==> src/rtl/mem_rsp.sv <==
// MemBus target: in-order request queue in front of a 64 x 8 storage array,
// reads answered after LATENCY wait cycles. Optional: MEM_RSP_WRITE_ACK_EN.
module mem_rsp #(
  parameter int LATENCY = 4,
  parameter int DEPTH   = 4
) (
  input  logic       clk,
  input  logic       rst,
  input  logic [1:0] req_op,
  input  logic [5:0] req_addr,
  input  logic [7:0] req_data,
  output logic       rsp_vld,
  output logic [7:0] rsp_data,
  output logic       busy,
  output logic       ovf
);

  localparam int PW = $clog2(DEPTH);
  localparam int CW = PW + 1;
  localparam logic [1:0] OP_READ  = 2'd1;
  localparam logic [1:0] OP_WRITE = 2'd2;

  typedef enum logic [1:0] {S_IDLE, S_WAIT, S_RESP} state_t;

  state_t          state_q;
  logic [3:0]      cnt_q;
  logic [5:0]      addr_q;
  logic            rsp_vld_q;
  logic [7:0]      rsp_data_q;
  logic            ovf_q;
  logic [7:0]      mem_q [64];

  logic [15:0]     q_mem [DEPTH];
  logic [PW-1:0]   wr_ptr_q, wr_ptr_d;
  logic [PW-1:0]   rd_ptr_q, rd_ptr_d;
  logic [CW-1:0]   count_q, count_d;

  logic            push_req, push, pop, full;
  logic [15:0]     head;
  logic [1:0]      head_op;
  logic [5:0]      head_addr;
  logic [7:0]      head_data;

  assign push_req  = (req_op == OP_READ) || (req_op == OP_WRITE);
  assign pop       = (state_q == S_IDLE) && (count_q != '0);
  assign full      = (count_q == CW'(DEPTH));
  // A pop on the same edge frees a slot, so a full queue still accepts then.
  assign push      = push_req && (!full || pop);

  assign head      = q_mem[rd_ptr_q];
  assign head_op   = head[15:14];
  assign head_addr = head[13:8];
  assign head_data = head[7:0];

  always_comb begin
    wr_ptr_d = wr_ptr_q;
    rd_ptr_d = rd_ptr_q;
    count_d  = count_q;
    if (push) wr_ptr_d = wr_ptr_q + 1'b1;
    if (pop)  rd_ptr_d = rd_ptr_q + 1'b1;
    if (push && !pop)      count_d = count_q + 1'b1;
    else if (!push && pop) count_d = count_q - 1'b1;
  end

  always_ff @(posedge clk) begin
    if (push) q_mem[wr_ptr_q] <= {req_op, req_addr, req_data};
  end

  always_ff @(posedge clk or posedge rst) begin
    if (rst) begin
      state_q    <= S_IDLE;
      cnt_q      <= '0;
      addr_q     <= '0;
      rsp_vld_q  <= 1'b0;
      rsp_data_q <= '0;
      ovf_q      <= 1'b0;
      wr_ptr_q   <= '0;
      rd_ptr_q   <= '0;
      count_q    <= '0;
      for (int i = 0; i < 64; i++) mem_q[i] <= '0;
    end else begin
      wr_ptr_q <= wr_ptr_d;
      rd_ptr_q <= rd_ptr_d;
      count_q  <= count_d;
      if (push_req && !push) ovf_q <= 1'b1;

      case (state_q)
        S_IDLE: begin
          if (pop) begin
            if (head_op == OP_WRITE) begin
              mem_q[head_addr] <= head_data;
`ifdef MEM_RSP_WRITE_ACK_EN
              // No pop occurs until RESP ends, so mem[addr] still holds this
              // write's data when the shared read path samples it.
              addr_q  <= head_addr;
              cnt_q   <= 4'(LATENCY - 1);
              state_q <= S_WAIT;
`endif
            end else begin
              addr_q  <= head_addr;
              cnt_q   <= 4'(LATENCY - 1);
              state_q <= S_WAIT;
            end
          end
        end
        S_WAIT: begin
          if (cnt_q == '0) begin
            rsp_data_q <= mem_q[addr_q];
            rsp_vld_q  <= 1'b1;
            state_q    <= S_RESP;
          end else begin
            cnt_q <= cnt_q - 1'b1;
          end
        end
        S_RESP: begin
          rsp_vld_q <= 1'b0;
          state_q   <= S_IDLE;
        end
        default: state_q <= S_IDLE;
      endcase
    end
  end

  assign rsp_vld  = rsp_vld_q;
  assign rsp_data = rsp_data_q;
  assign ovf      = ovf_q;
  assign busy     = (state_q != S_IDLE) || (count_q != '0);

endmodule

==> config.mk <==
export PLATFORM = sky130hd
export DESIGN_NAME = mem_rsp
export DESIGN_NICKNAME = d
export VERILOG_FILES = /design/src/rtl/mem_rsp.sv
export SDC_FILE = /design/constraint.sdc
export NUM_CORES = 1
export LEC_CHECK = 0
export CAP_MARGIN = 25
export CORE_ASPECT_RATIO = 0.9
export CORE_UTILIZATION = 57
export CTS_CLUSTER_SIZE = 16
export DETAILED_ROUTE_END_ITERATION = 7
export PLACE_DENSITY = 0.87
export SLEW_MARGIN = 10
export SYNTH_ARGS = -nofsm -noshare
export SYNTH_HDL_FRONTEND = slang
export SYNTH_SLANG_ARGS = --single-unit
==> constraint.sdc <==
create_clock -name clk -period 20.5 [get_ports clk]
set_clock_uncertainty 0.15 [all_clocks]
set_input_delay 5.125 -clock clk [delete_from_list [all_inputs] [get_ports clk]]
set_output_delay 5.125 -clock clk [all_outputs]
set_load 0.005 [all_outputs]
==> key figures <==
Floorplan
  – Ports: 29
  – Starting Density: 58.07%
  – Die width: 232.5 µm
  – Die Height: 209.4 µm
  – Site Rows: 75
  – Die ar.: 0.04868 mm²
  – Area of the core: 0.04692 mm²

Logic synthesis
  – Ys async rst share: 89.42%
  – Post-synth EDFFs: 64
  – Register area share after synthesis: 56.74%
  – Ys Warns: 0
  – Mapped Cells: 1770
  – Synth Flop Type: dfrtp_1
  – Post-Syn Area per Cell: 15.39 µm²
  – Commonest cells post-synth: mux2_2 (573), dfrtp_1 (541), mux4_2 (103)
  – Largest cells by area after synthesis: dfrtp_1 (50%), mux2_2 (24%), mux4_2 (8.5%)
  – Seq cells post-synth: 605
  – Mapped Area: 0.02725 mm²
  – Synth top area share: 49.69%
  – Area leader, netlist: dfrtp_1
  – Distinct cells, synth: 58
  – Most numerous cell in the Yosys netlist: mux2_2
  – Syn_nets: 1796

Clock network
  – Sink Count: 605
  – CTS hold repair buffers: 0
  – TritonCTS Buffers: 56
  – Post CTS Setup Buffer Count: 0
  – Clock slew at the register clock pins of the worst setup and hold paths: 0.06 ns
  – Root buffer cell: clkbuf_16
  – Latest clock arrival within the worst-skew pair: 0.60 ns
  – Clock tree from TritonCTS: done
  – Longest Clk Path Bufs: 3
  – CTS resizes: 0
  – H-Tree Depth: 2

Placed design
  – Placer Congestion: 0.9019
  – DPL Wire Length: 37980 µm
  – Setup WS pre-CTS: 12.40 ns
  – Inst Count DP: 2318
  – Dpl cell area: 0.02802 mm²
  – IO Port Bufs: 28

STA
  – Relative slew slack: 30.37%
  – Final worst slack: 12.75 ns
  – Fmax: 0.1291 GHz
  – Final period util: 37.79%
  – Final hold vios: 0
  – Worst-margin pin slew: 1.044 ns
  – Setup violators final: 0
  – TNS Setup: 0 ns
  – RSZ-0062 raised after global routing: false
  – Post-layout min period: 7.748 ns
  – Final Max Slew Viols: 0

Layout
  – Nets@finish: 1789
  – Layout cells sized above 1: 47.26%
  – Area occupied by registers: 0.01547 mm²
  – Filler Cell Count: 3184
  – Cell Count, Final, Fillers Out: 2423
  – Design area: 0.02993 mm²
  – Area grow syn2layout: 9.855%
  – Multi-input logic area: 0.01128 mm²
  – Final Util: 63.79%
  – Antenna fix cells: 0

Power and ir drop
  – PD cells: 152.8 mW/mm²
  – Leak: 13.85 nW
  – Max VDD drop: 0.1499 mV

Routing
  – Final WL: 62120 µm
  – Vias post-DR: 15733
  – Initial DRC Count: 1620
  – Residual DRC: 0
  – Vias per inst: 6.493
  – DRT antenna net count: 0
  – Pre-antenna DRT Iters: 5
  – Per-cell routed wire length: 25.64 µm

Outcome
  – Status: finished, final reports clean

Worst setup path
  – Type of origin of the critical path: flop
  – Max FO, Critical Path: 5
  – Worst Setup End Kind: output port
  – Crit-path max cell delay: 0.72 ns
  – WP data arrival: 2.47 ns
  – Critical path type: flop to output port
  – Top Family by Delay on Critical Path: simple AND/OR/NAND/NOR gates
  – Crit path required time: 15.23 ns
  – Critical path buffers and inverters: 1
  – Slowest stage cell, crit path: nor3_1
  – Critical Path, Cell by Cell: nor3_1, nand2_1, clkdlybuf4s50_1

Global routing
  – Largest net degree at the start of global routing: 183
  – Gr ovfl total: 0
  – All-Layer GR Usage: 26.27%
  – Vias in the first global route: 16471
  – First-pass GRT wire length: 97890 µm
  – Initial antenna violation count: 0

Min path
  – Hold crit path type: flop to flop

Flow run
  – Max-Cap Viols: 0
## power breakdown
group          leakage [nW]  switching [mW]  total (mW)  internal [mW]
Clock                 0.934           0.449        1.05          0.605
Combinational          4.89           0.876        1.61          0.734
Sequential             8.02           0.273        1.91           1.64
## per-layer routing
metal,track usage (%),routed length [µm]
met5,0,0
met4,7.640,1749
met3,4.715,4217
met2,39.85,29080
met1,39.16,27080
## final timing paths
kind	startpoint	to	slack [ns]	cells past startpoint
setup / recovery	count_q[0]	busy	12.75	3
hold / removal	mem_q[101]	mem_q[101]	0.34	1
setup reg to reg	addr_q[2]	rsp_data[7]	16.30	7
hold reg to reg	mem_q[101]	mem_q[101]	0.34	1
max in group asynchronous	rst	mem_q[327]	12.98	4
min in group asynchronous	rst	mem_q[80]	4.93	2
## per-stage QoR
step	hold slack (ns)	total power [mW]
3_5_place_dp	0.3302	3.492
6_report	0.3390	4.574
3_3_place_gp	0.3191	3.392
4_1_cts	0.3443	4.554
2_1_floorplan	0.3087	3.009
5_1_grt	0.3624	4.777
## final cells by class
type,instances,share of cell area [%]
Timing Repair Buffer,52,1.693
Inverter,6,0.1003
Sequential cell,605,51.68
Clock buffer,91,5.961
Clock inverter,11,0.2926
Multi-Input combinational cell,1042,37.70
Tap cell,616,2.575
## cells in the final DEF, fill, tap and decap left out, types with 4 or more instances in the layout
cell,n
mux2_2,573
dfrtp_1,539
mux4_2,103
edfxtp_1,64
clkbuf_16,59
o22ai_1,54
nand2_1,44
nor2_1,30
clkdlybuf4s50_1,28
nor2_2,22
or3_1,20
buf_4,19
clkbuf_8,18
a22oi_1,17
mux2i_1,16
nand2b_1,13
nand2_2,12
clkbuf_1,12
mux2_1,10
nor2_4,9
a31oi_1,9
a21oi_1,9
nor2b_1,8
nand4_1,8
clkinv_2,8
nand3_1,7
a41o_1,7
a221oi_1,7
ha_1,7
xnor2_1,6
and2_1,5
inv_1,5
or2_2,4
nor3_2,4
nand3b_1,4
## cells by family after synthesis
family          synth area share (%)
mux                            33.20
flops                          56.74
simple gates                   4.702
buf+inv                        1.860
compound gates                 2.815
xor+xnor                      0.2893
fa+ha+maj                     0.3949
## flip-flops by register name (all words and copies together), names as in the netlist, 2 cells and up
register and count:
q_mem 64, wr_ptr_q 2, addr_q 6, state_q 2, count_q 3, rsp_data 8
cnt_q 4, rd_ptr_q 2, mem_q 512
No activity file was read; power rests on OpenSTA's default activity.
